$ cat config.mk
export PLATFORM = sky130hd
export DESIGN_NAME = mmio_router
export DESIGN_NICKNAME = d
export VERILOG_FILES = /design/src/rtl/mmio_router.sv
export SDC_FILE = /design/constraint.sdc
export NUM_CORES = 1
export LEC_CHECK = 0
export CAP_MARGIN = 15
export CORE_MARGIN = 4
export CORE_UTILIZATION = 48
export CTS_BUF_LIST = sky130_fd_sc_hd__clkbuf_2
export DETAILED_ROUTE_END_ITERATION = 8
export PLACE_DENSITY_LB_ADDON = 0.25
export SETUP_SLACK_MARGIN = 0.3
export SKIP_LAST_GASP = 1
export SLEW_MARGIN = 30
export SYNTH_ARGS = -nofsm -noshare
export SYNTH_HDL_FRONTEND = slang
export SYNTH_SLANG_ARGS = --single-unit
$ cat constraint.sdc
create_clock -name clk -period 3.9 [get_ports clk]
set_clock_uncertainty 0.15 [all_clocks]
set_input_delay 0.585 -clock clk [delete_from_list [all_inputs] [get_ports clk]]
set_output_delay 0.585 -clock clk [all_outputs]
set_load 0.005 [all_outputs]
$ cat src/rtl/mmio_router.sv
// rtl/mmio_router.sv - MMIO router: GPIO bank, timer channels and storage port behind a grant/response bus
module mmio_router #(
    parameter int MEM_W        = 32,
    parameter int GPIO_N       = 16,
    parameter int TIMER_N      = 2,
    parameter int STOR_TIMEOUT = 255
) (
    input  logic                 clk,
    input  logic                 rst,
    input  logic                 mem_req_i,
    output logic                 mem_gnt_o,
    input  logic [31:0]          mem_addr_i,
    input  logic                 mem_we_i,
    input  logic [MEM_W/8-1:0]   mem_be_i,
    input  logic [MEM_W-1:0]     mem_wdata_i,
    output logic                 mem_rvalid_o,
    output logic                 mem_err_o,
    output logic [MEM_W-1:0]     mem_rdata_o,
    output logic                 stor_req_o,
    output logic                 stor_we_o,
    output logic [31:0]          stor_addr_o,
    output logic [MEM_W/8-1:0]   stor_be_o,
    output logic [MEM_W-1:0]     stor_wdata_o,
    input  logic [MEM_W-1:0]     stor_rdata_i,
    input  logic                 stor_valid_i,
    output logic                 stor_abort_o,
    input  logic [TIMER_N-1:0]   timer_is_high_i,
    output logic [31:0]          timer_set_val_o,
    output logic [TIMER_N-1:0]   set_timer_o,
    input  logic [GPIO_N-1:0]    gpio_in_i,
    output logic [GPIO_N-1:0]    gpio_out_o,
    output logic [GPIO_N-1:0]    gpio_oe_o
);
    localparam int BE_W  = MEM_W / 8;
    localparam int CNT_W = $clog2(STOR_TIMEOUT + 1);

    typedef enum logic [1:0] {S_IDLE, S_REG_RESP, S_STOR_WAIT, S_STOR_RESP} state_e;

    state_e               state_q, state_d;
    logic [GPIO_N-1:0]    dir_q, dir_d, out_q, out_d, sync1_q, sync2_q;
    logic [MEM_W-1:0]     rdata_q, rdata_d;
    logic                 err_q, err_d;
    logic [CNT_W-1:0]     cnt_q, cnt_d;
    logic                 stor_we_q, stor_we_d;
    logic [31:0]          stor_addr_q, stor_addr_d;
    logic [BE_W-1:0]      stor_be_q, stor_be_d;
    logic [MEM_W-1:0]     stor_wdata_q, stor_wdata_d;
    logic                 abort_q, abort_d;
    logic [TIMER_N-1:0]   set_timer_q, set_timer_d;
    logic [31:0]          timer_val_q, timer_val_d;

    logic        hit_dir, hit_out, hit_in, hit_set, hit_clr, hit_timer, hit_sram, hit_ext, stor_ok;
    logic [31:0] timer_off;
    logic        timer_bit;
    logic [31:0] be_mask;
    logic [GPIO_N-1:0] wmask, wbits;

    assign hit_dir   = (mem_addr_i == 32'h100);
    assign hit_out   = (mem_addr_i == 32'h104);
    assign hit_in    = (mem_addr_i == 32'h108);
    assign hit_set   = (mem_addr_i == 32'h10C);
    assign hit_clr   = (mem_addr_i == 32'h110);
    assign timer_off = mem_addr_i - 32'h200;
    assign hit_timer = (mem_addr_i >= 32'h200) && (timer_off[31:2] < 30'(TIMER_N))
                       && (mem_addr_i[1:0] == 2'b00);
    assign hit_sram  = (mem_addr_i >= 32'h1000) && (mem_addr_i < 32'h2000);
    assign hit_ext   = (mem_addr_i >= 32'h2000);
    // External storage is read-only; such writes fall through to the error path
    assign stor_ok   = hit_sram || (hit_ext && !mem_we_i);

    assign be_mask = {{8{mem_be_i[3]}}, {8{mem_be_i[2]}}, {8{mem_be_i[1]}}, {8{mem_be_i[0]}}};
    assign wmask   = GPIO_N'(be_mask);
    assign wbits   = GPIO_N'(mem_wdata_i) & wmask;

    always_comb begin
        timer_bit   = 1'b0;
        set_timer_d = '0;
        for (int k = 0; k < TIMER_N; k++) begin
            if (timer_off[31:2] == 30'(k)) begin
                timer_bit      = timer_is_high_i[k];
                set_timer_d[k] = (state_q == S_IDLE) && mem_req_i && mem_we_i && hit_timer;
            end
        end
    end

    always_comb begin
        state_d      = state_q;
        dir_d        = dir_q;
        out_d        = out_q;
        rdata_d      = rdata_q;
        err_d        = err_q;
        cnt_d        = cnt_q;
        stor_we_d    = stor_we_q;
        stor_addr_d  = stor_addr_q;
        stor_be_d    = stor_be_q;
        stor_wdata_d = stor_wdata_q;
        abort_d      = 1'b0;
        timer_val_d  = timer_val_q;
        case (state_q)
            S_IDLE: begin
                if (mem_req_i) begin
                    rdata_d = '0;
                    err_d   = 1'b0;
                    if (stor_ok) begin
                        state_d      = S_STOR_WAIT;
                        cnt_d        = '0;
                        stor_we_d    = mem_we_i;
                        stor_addr_d  = mem_addr_i;
                        stor_be_d    = mem_be_i;
                        stor_wdata_d = mem_wdata_i;
                    end else begin
                        state_d = S_REG_RESP;
                        if (hit_dir) begin
                            if (mem_we_i) dir_d = (dir_q & ~wmask) | wbits;
                            else          rdata_d = MEM_W'(dir_q);
                        end else if (hit_out) begin
                            if (mem_we_i) out_d = (out_q & ~wmask) | wbits;
                            else          rdata_d = MEM_W'(out_q);
                        end else if (hit_in) begin
                            if (mem_we_i) err_d = 1'b1;
                            else          rdata_d = MEM_W'(sync2_q);
                        end else if (hit_set) begin
                            if (mem_we_i) out_d = out_q | wbits;
                        end else if (hit_clr) begin
                            if (mem_we_i) out_d = out_q & ~wbits;
                        end else if (hit_timer) begin
                            if (mem_we_i) timer_val_d = 32'(mem_wdata_i);
                            else          rdata_d = MEM_W'(timer_bit);
                        end else begin
                            err_d = 1'b1;
                        end
                    end
                end
            end
            S_STOR_WAIT: begin
                // A valid arriving on the last wait cycle beats the timeout
                if (stor_valid_i) begin
                    state_d = S_STOR_RESP;
                    rdata_d = stor_we_q ? '0 : stor_rdata_i;
                end else if (cnt_q == CNT_W'(STOR_TIMEOUT - 1)) begin
                    state_d = S_STOR_RESP;
                    err_d   = 1'b1;
                    abort_d = 1'b1;
                end else begin
                    cnt_d = cnt_q + CNT_W'(1);
                end
            end
            S_REG_RESP, S_STOR_RESP: state_d = S_IDLE;
            default:                 state_d = S_IDLE;
        endcase
    end

    always_ff @(posedge clk) begin
        if (!rst) begin
            state_q      <= S_IDLE;
            dir_q        <= '0;
            out_q        <= '0;
            sync1_q      <= '0;
            sync2_q      <= '0;
            rdata_q      <= '0;
            err_q        <= 1'b0;
            cnt_q        <= '0;
            stor_we_q    <= 1'b0;
            stor_addr_q  <= '0;
            stor_be_q    <= '0;
            stor_wdata_q <= '0;
            abort_q      <= 1'b0;
            set_timer_q  <= '0;
            timer_val_q  <= '0;
        end else begin
            state_q      <= state_d;
            dir_q        <= dir_d;
            out_q        <= out_d;
            sync1_q      <= gpio_in_i;
            sync2_q      <= sync1_q;
            rdata_q      <= rdata_d;
            err_q        <= err_d;
            cnt_q        <= cnt_d;
            stor_we_q    <= stor_we_d;
            stor_addr_q  <= stor_addr_d;
            stor_be_q    <= stor_be_d;
            stor_wdata_q <= stor_wdata_d;
            abort_q      <= abort_d;
            set_timer_q  <= set_timer_d;
            timer_val_q  <= timer_val_d;
        end
    end

    assign mem_gnt_o       = (state_q == S_IDLE);
    assign mem_rvalid_o    = (state_q == S_REG_RESP) || (state_q == S_STOR_RESP);
    assign mem_err_o       = mem_rvalid_o && err_q;
    assign mem_rdata_o     = mem_rvalid_o ? rdata_q : '0;
    assign stor_req_o      = (state_q == S_STOR_WAIT);
    assign stor_we_o       = stor_we_q;
    assign stor_addr_o     = stor_addr_q;
    assign stor_be_o       = stor_be_q;
    assign stor_wdata_o    = stor_wdata_q;
    assign stor_abort_o    = abort_q;
    assign timer_set_val_o = timer_val_q;
    assign set_timer_o     = set_timer_q;
    assign gpio_out_o      = out_q;
    assign gpio_oe_o       = dir_q;
endmodule
[After elaboration in Yosys (flattened, before gate mapping)]
Cells that the tools add are included.
Word-level totals
  bits in registers: 211
  latch bits: 0
  RAM bits: 0
  bits in read-only memories: 0
  logic and storage cells: 137
  memories: 0
Cells by class
  add/subtract/negate cells: 2
  multipliers: 0
  divide/modulo/power cells: 0
  magnitude comparators: 5
  eq/ne operators: 21
  shift-type cells: 0
  multiplexer cells: 48
  bitwise operators: 17
  reduce and logical (&&, ||, !) cells: 28
Operator list (count)
  32-bit two-way mux: 8
  32-bit by 9-bit == test with 1-bit output (second input constant): 5
  16-bit two-way mux: 10
  16-bit AND: 4
  32-bit one-hot mux with 2 select lines: 1
  16-bit OR: 3
  32-bit by 10-bit greater-or-equal comparator with 1-bit output (second input constant): 1
  32-bit by 13-bit greater-or-equal comparator with 1-bit output (second input constant): 1
  32-bit by 14-bit greater-or-equal comparator with 1-bit output (second input constant): 1
  32-bit by 14-bit < comparator with 1-bit output (second input constant): 1
  8-bit two-way mux: 4
  16-bit NOT: 2
  32-bit by 10-bit subtractor with 32-bit output (second input constant): 1
  30-bit by 1-bit == test with 1-bit output (second input constant): 1
  30-bit zero test: 1
  30-bit by 2-bit < comparator with 1-bit output (second input constant): 1
  1-bit two-way mux: 18
  8-bit one-hot mux with 2 select lines: 1
  2-bit != test (second input constant): 5
  10-bit AND reduction: 1
  5-bit AND reduction: 2
  9-bit AND reduction: 1
  8-bit by 1-bit adder with 8-bit output (second input constant): 1
  8-bit == test (second input constant): 1
  20 further kinds: 46

[Longest topological paths before layout]
Gate-level depths: netlist of run 1.
  word-level depth: 14
  mapped depth: 13
  depth with buffers taken out: 9

[Worst setup path after synthesis of run 1]
OpenSTA, ideal clock, no wires.
  path kind: in2reg
  start: input port mem_addr_i[9]
  end: register timer_val_q[10] (netlist: timer_set_val_o[10])
  data arrival time: 2851 ps
  slack: 783 ps
  stages on the path: 13
  cell sequence: buf_2 > inv_1 > ha_1 > buf_2 > xor2_1 > or4_1 > nor4_2 > nand4_1 > nor4b_2 > buf_6 > buf_12 > mux2i_1 > nor2b_1
On the way
  cells in the longest elaborated chain, start to end: 5
Ends and longest elaborated chain
  start: declaration: RTL line 12  | input logic [31:0] mem_addr_i,
  32-bit by 10-bit subtractor with 32-bit output, or another cell as far along: RTL line 63  | assign timer_off = mem_addr_i - 32'h200;
  30-bit by 2-bit < comparator with 1-bit output, or another cell as far along: RTL line 64  | assign hit_timer = (mem_addr_i >= 32'h200) && (timer_off[31:2] < 30'(TIMER_N))
  1-bit logical AND or 1-bit logical OR (tied branches): RTL line 64, 69
  1-bit logical AND or 1-bit NOT (tied branches)
  10-bit AND reduction (no source line) (*)
  end signal: assignment: RTL line 185  | timer_val_q <= timer_val_d;
  end: declaration: RTL line 50  | logic [31:0] timer_val_q, timer_val_d;
Mark *: on every way between the ends. The rest lies on a longest branch, timed or not.
A chain may end at the register's enable or synchronous reset.

[Final worst setup path of run 1]
  start: register state_q[0]
  end: output port mem_rdata_o[5]
On the way
  cells in the longest elaborated chain, start to end: 3
Ends and longest elaborated chain
  start: declaration: RTL line 39  | state_e state_q, state_d;
  start signal: assignment: RTL line 171  | state_q <= state_d;
  2-bit by 1-bit == test with 1-bit output or 2-bit == test (tied branches): RTL line 190  | assign mem_rvalid_o = (state_q == S_REG_RESP) || (state_q == S_STOR_RESP);
  1-bit logical OR (*): RTL line 190
  32-bit two-way mux (*): RTL line 192  | assign mem_rdata_o = mem_rvalid_o ? rdata_q : '0;
  end: declaration: RTL line 18  | output logic [MEM_W-1:0] mem_rdata_o,
Marks and branches as above.

==> results of run 1 <==
==> critical path, cell delays in order, from the launching register on <==
cell and delay (ps):
sky130_fd_sc_hd__dfxtp_1 500, sky130_fd_sc_hd__buf_4 300, sky130_fd_sc_hd__and2_1 160, sky130_fd_sc_hd__clkdlybuf4s50_1 510
==> power by group through the flow <==
stage	clock network [mW]	logic, mW	registers (mW)
after floorplan	0	0.238	2.29
after detailed placement	0	0.538	2.29
after CTS	1.48	0.541	2.24
final	1.44	0.540	2.24
after global routing	1.59	0.584	2.25
after global placement	0	0.532	2.29
==> per-stage QoR <==
stage	cells	setup WS (ps)
after floorplan	1113	783
final	1698	901
after CTS	1697	809
after global routing	1698	733
after detailed placement	1609	225
after global placement	1609	326
==> cell families after synthesis <==
kind of cell | after synthesis
AO/OA/AOI/OAI | 257
XOR/XNOR | 8
adder cells (fa/ha/maj) | 3
buffers and inverters | 94
flip-flops | 211
multiplexers | 34
AND/OR/NAND/NOR | 506
==> timing repair <==
action                                  CTS  global route
endpoints found under the setup margin    0             0
hold buffers                              1             0
buffers inserted                          0             0
hold endpoints to repair                 12             0
==> layout make-up <==
class / count / area (sq um)
clock buffer: 73 / 365
fill: 1641 / 6080
clock inverter: 14 / 81.3
inverter: 13 / 48.8
tap: 260 / 325
multi-input combinational: 808 / 4710
timing repair buffer: 318 / 3170
sequential: 211 / 4220
antenna: 1 / 2.50
==> cells in the final DEF (no fill, tap or decap), types with 4 or more instances in the layout <==
cell and instances:
sky130_fd_sc_hd__o211ai_2 9, sky130_fd_sc_hd__a21o_1 31, sky130_fd_sc_hd__nand2b_2 10, sky130_fd_sc_hd__nor2_2 4
sky130_fd_sc_hd__xor2_1 6, sky130_fd_sc_hd__clkbuf_2 73, sky130_fd_sc_hd__a21boi_0 96, sky130_fd_sc_hd__nand2b_1 10
sky130_fd_sc_hd__clkinv_1 11, sky130_fd_sc_hd__and3_1 4, sky130_fd_sc_hd__mux2i_1 33, sky130_fd_sc_hd__nand3_1 38
sky130_fd_sc_hd__inv_1 12, sky130_fd_sc_hd__nor2_1 41, sky130_fd_sc_hd__nor3_1 8, sky130_fd_sc_hd__nor4_1 4
sky130_fd_sc_hd__dfxtp_1 211, sky130_fd_sc_hd__nand4_1 10, sky130_fd_sc_hd__and2_1 68, sky130_fd_sc_hd__o211ai_1 6
sky130_fd_sc_hd__o21ai_1 15, sky130_fd_sc_hd__a21boi_1 4, sky130_fd_sc_hd__o21ai_0 22, sky130_fd_sc_hd__nor4_2 4
sky130_fd_sc_hd__a21oi_1 54, sky130_fd_sc_hd__nor2b_1 35, sky130_fd_sc_hd__buf_12 4, sky130_fd_sc_hd__clkdlybuf4s50_1 293
sky130_fd_sc_hd__nand2_1 247, sky130_fd_sc_hd__buf_4 20, sky130_fd_sc_hd__a31oi_1 6
==> metal layers <==
layer  wire length (microns)  global-route usage (%)  part of all wire (%)
met5                       0                       0                     0
met4                     892                    9.88                   3.1
met3                    2020                    5.98                   7.1
met2                   13800                    41.5                    48
met1                   11800                    30.5                    41
==> worst paths after layout <==
kind | from | to | depth (start not counted)
max | state_q[0] | mem_rdata_o[5] | 3
min | gpio_in_i[11] | sync1_q[11] | 2
max reg2reg | state_q[0] | flip-flop | 6
min reg2reg | sync1_q[5] | sync2_q[5] | 1
==> results_dict.tcl, run 1 <==
set metrics [dict create \
    cp-start-kind "flip-flop" \
    detailedRoute.firstIterationViolations 439 \
    finalWeightedCongestion 0.901 \
    drive_above_1_share_pct 10.2 \
    min_period_ps 3000 \
    design_area_sq_mm 0.0129 \
    cts-htree-levels 2 \
    synth_simple_gate_area_share_pct 26.5 \
    yosys_most_used_dff "sky130_fd_sc_hd__dfxtp_1" \
    io_buffers 294 \
    floorplan.die_area_sq_mm 0.0219 \
    die_w_microns 148 \
    critical_path_peak_fanout 27 \
    yosysWarningCount 0 \
    critPathArrivalTime_ps 2260 \
    syn-num-nets 1239 \
    synthMuxAreaShare_pct 3.63 \
    clk_path_buf_depth 3 \
    clock_input_transition_at_the_sequential_cells_of_the_worst_setup_and_hold_paths_ps 110 \
    grt_usage_pct 24.7 \
    vias 8813 \
    worst_skew_pair.late_latency_ps 800 \
    cts_repair_resize_count 0 \
    global_route_wire_length_before_repair_microns 44300 \
    drt_via_density 5.19 \
    grt_max_degree 179 \
    dp_wirelength_microns 20200 \
    total_overflow_reported_by_the_global_router 0 \
    post_synth_xor_area_fraction_pct 0.745 \
    design.core.area_sq_mm 0.0190 \
    fin_nets 1530 \
    slew_headroom_pct 47.5 \
    grt_pass1_vias 8544 \
    synth_top_family_by_area "simple AND/OR/NAND/NOR gates" \
    peakVddDrop_mv 0.207 \
    tritoncts_clock_tree "built" \
    synth_compound_gate_area_share_pct 18.6 \
    synth_cells 1113 \
    cts_buffers 52 \
    power.sequential.fraction_pct 53.1 \
    synth_area_per_inst_sq_um 8.45 \
    synthesis.area_sq_mm 0.00941 \
    slew_violations 0 \
    setup_violations 0 \
    wire_per_inst_microns 16.8 \
    power.leakage_nw 4.79 \
    synth_most_common_cell "sky130_fd_sc_hd__nand2_1" \
    power_frac_clock_pct 34.1 \
    antenna_found_initial 1 \
    start_util_pct 49.5 \
    placed_area_sq_mm 0.0125 \
    detail-route-antenna-nets 0 \
    run_status "complete, no violations" \
    synth_seq_area_share_pct 44.9 \
    crit_path_end_kind "primary output" \
    p_sw_mw 1.17 \
    ys_top_cells_by_area "sky130_fd_sc_hd__dfxtp_1 (45%), sky130_fd_sc_hd__nand2_1 (9.9%), sky130_fd_sc_hd__a21boi_0 (7.7%)" \
    pin_count 295 \
    fin_util_pct 68.0 \
    post-route-drc-count 0 \
    swShare_pct 27.7 \
    grt_setup_unrepaired "no" \
    row_count 50 \
    final_total_negative_setup_slack_ps 0 \
    cts.sink_count 211 \
    totalPowerFinal_mw 4.22 \
    final-hold-violation-count 0 \
    layout-area-overhead-vs-synth_pct 37.5 \
    floorplan.die.height_microns 148 \
    p_int_mw 3.05 \
    fraction_of_power_consumed_by_combinational_cells_pct 12.8 \
    timing.final.crit_share_pct 76.9 \
    totalWireLength_microns 28500 \
    power.density_cell_area_mw_per_mm2 326 \
    cts_root_buf "sky130_fd_sc_hd__clkbuf_2" \
    timing.max_cap.violations 0 \
    synth_edf_count 0 \
    worst_ep_required_time_ps 3160 \
    maximum_operating_frequency_mhz 333 \
    final.hold.worst_slack_ps 208 \
    synth-async-reset-ratio_pct 0 \
    crit_path_category "reg -> out" \
    reg2reg_setup_slack_ps 1470 \
    synth_top_area_share_pct 44.9 \
    yosys_register_bits 211 \
    synth_common_cells "sky130_fd_sc_hd__nand2_1 (248), sky130_fd_sc_hd__dfxtp_1 (211), sky130_fd_sc_hd__a21boi_0 (96)" \
    synth_adder_area_share_pct 0.399 \
    timing.hold.worst.class "in -> reg" \
    yosys.cell_types.count 62 \
    transition_time_at_the_pin_with_the_least_slew_margin_ps 787 \
    drtPass1Iterations 6 \
    synth_area_leader_cell "sky130_fd_sc_hd__dfxtp_1" \
]
No activity file was read; power rests on OpenSTA's default activity.
==> run 2, diff against run 1 <==
--- a/config.mk
+++ b/config.mk
@@ -7,7 +7,7 @@
 export LEC_CHECK = 0
 export CAP_MARGIN = 15
 export CORE_MARGIN = 4
-export CORE_UTILIZATION = 48
+export CORE_UTILIZATION = 44
 export CTS_BUF_LIST = sky130_fd_sc_hd__clkbuf_2
 export DETAILED_ROUTE_END_ITERATION = 8
 export PLACE_DENSITY_LB_ADDON = 0.25
==> constraint.sdc (replaced) <==
create_clock -name clk -period 2.65 [get_ports clk]
set_clock_uncertainty 0.15 [all_clocks]
set_input_delay 0.3975 -clock clk [delete_from_list [all_inputs] [get_ports clk]]
set_output_delay 0.3975 -clock clk [all_outputs]
set_load 0.005 [all_outputs]
==> run 2 against run 1 <==
Against the previous run: core utilization rose by 0.81 points; first-iteration DRC count rose by 22%; total power is 52% higher; critical path type unchanged; largest power group unchanged.
==> results_dict.tcl, run 2 (synthesis gave the netlist of run 1 again) <==
set metrics [dict create \
    row_count 53 \
    io_buffers 294 \
    floorplan.die_area_sq_mm 0.0238 \
    global_route_wire_length_before_repair_microns 47600 \
    antenna_found_initial 1 \
    vias 9327 \
    grt_pass1_vias 9159 \
    slew_headroom_pct 55.1 \
    tritoncts_clock_tree "built" \
    final.fill_count 1687 \
    drt_via_density 5.06 \
    final-hold-violation-count 0 \
    detailedRoute.firstIterationViolations 534 \
    detail-route-antenna-nets 0 \
    cts_root_buf "sky130_fd_sc_hd__clkbuf_2" \
    worst_skew_pair.late_latency_ps 780 \
    transition_time_at_the_pin_with_the_least_slew_margin_ps 669 \
    maximum_operating_frequency_mhz 427 \
    fin_nets 1663 \
    clock_input_transition_at_the_sequential_cells_of_the_worst_setup_and_hold_paths_ps 110 \
    critical_path_peak_fanout 6 \
    totalWireLength_microns 30900 \
    design.core.area_sq_mm 0.0210 \
    fin_util_pct 68.8 \
    peakVddDrop_mv 0.323 \
    post-route-drc-count 0 \
    area.sequential_sq_mm 0.00425 \
    min_period_ps 2340 \
    dp_wirelength_microns 21200 \
    worst_ep_required_time_ps 2100 \
    fin_ws_ps 308 \
    power.leakage_nw 5.81 \
    timing.hold.worst.class "in -> reg" \
    finalWeightedCongestion 0.911 \
    layout-area-overhead-vs-synth_pct 53.8 \
    clk_path_buf_depth 3 \
    power.density_cell_area_mw_per_mm2 443 \
    totalPowerFinal_mw 6.41 \
    drive_above_1_share_pct 20.1 \
    die_w_microns 154 \
    crit_path_end_kind "primary output" \
    globalRouteMet2Util_pct 41.8 \
    run_status "complete, no violations" \
    wire_per_inst_microns 16.8 \
    critPathArrivalTime_ps 1790 \
    total_overflow_reported_by_the_global_router 0 \
    slew_violations 0 \
    timing.max_cap.violations 0 \
    final.hold.worst_slack_ps 87.1 \
    place_worst_setup_slack_ps -699 \
    use_met3_pct 6.07 \
    placed_area_sq_mm 0.0131 \
    grt_usage_pct 24.4 \
    floorplan.die.height_microns 154 \
    multi_input_gate_area_sq_mm 0.00491 \
    cts_buffers 54 \
    groute.layer.met1.usage_pct 29.5 \
    cts-htree-levels 2 \
    design_area_sq_mm 0.0145 \
    crit_path_category "reg -> out" \
    layout_common_cells "sky130_fd_sc_hd__nand2_1 (247), sky130_fd_sc_hd__clkdlybuf4s50_1 (237), sky130_fd_sc_hd__dfxtp_1 (192)" \
    timing.final.crit_share_pct 88.4 \
    grt_max_degree 110 \
    layout.cells.most_common "sky130_fd_sc_hd__nand2_1" \
    grt_setup_unrepaired "yes" \
    top_usage_layer "met2" \
    cp-start-kind "flip-flop" \
    pin_count 295 \
    setup_violations 0 \
    start_util_pct 44.7 \
    cts.sink_count 211 \
    drtPass1Iterations 5 \
]
run 2: worst max-delay path, stage by stage (launching register included):
cell and delay [ps]:
sky130_fd_sc_hd__dfxtp_4 360, sky130_fd_sc_hd__bufbuf_16 270, sky130_fd_sc_hd__buf_8 120, sky130_fd_sc_hd__and2_1 140
sky130_fd_sc_hd__buf_2 130
run 2: per-layer routing:
layer	vias up	wire, microns
li1	4613	-
met1	4358	12500
met2	287	15300
met3	69	2130
met4	0	979
met5	-	0
run 2: final cells by class:
cell class | instances | share of cell area, %
Tap cell | 275 | 2.38
Clock inverter | 8 | 0.398
Timing Repair Buffer | 449 | 30.9
Inverter | 13 | 0.372
Antenna cell | 1 | 0.0173
Sequential cell | 211 | 29.4
Multi-Input combinational cell | 808 | 33.9
Clock buffer | 77 | 2.66
run 2: where the power goes:
part	internal [mW]	switching [mW]	total, mW	leakage (nW)
clock network	0.858	1.25	2.11	0.353
logic	0.555	0.442	0.997	3.74
registers	3.26	0.0432	3.30	1.72
run 2: repair_timing:
action,in CTS,in global routing
gates cloned,5,1
endpoints found under the setup margin,76,84
setup buffers,10,3
hold endpoints to repair,63,6
pin swaps,6,11
hold buffers,49,6
resized for setup,161,67
run 2: worst paths after layout:
check | from | endpoint | slack (ps) | cells past startpoint
max | state_q[0] | mem_rdata_o[10] | 310 | 4
min | mem_wdata_i[20] | stor_wdata_o[20] | 90 | 3
max reg2reg | state_q[0] | timer_set_val_o[15] | 430 | 11
min reg2reg | sync1_q[12] | sync2_q[12] | 290 | 1
run 2: per-stage QoR:
step / TNS, ps / instances
after floorplan: -2120 / 1113
after global placement: -57800 / 1682
after detailed placement: -61980 / 1682
after CTS: 0 / 1831
after global routing: 0 / 1842
final: 0 / 1842
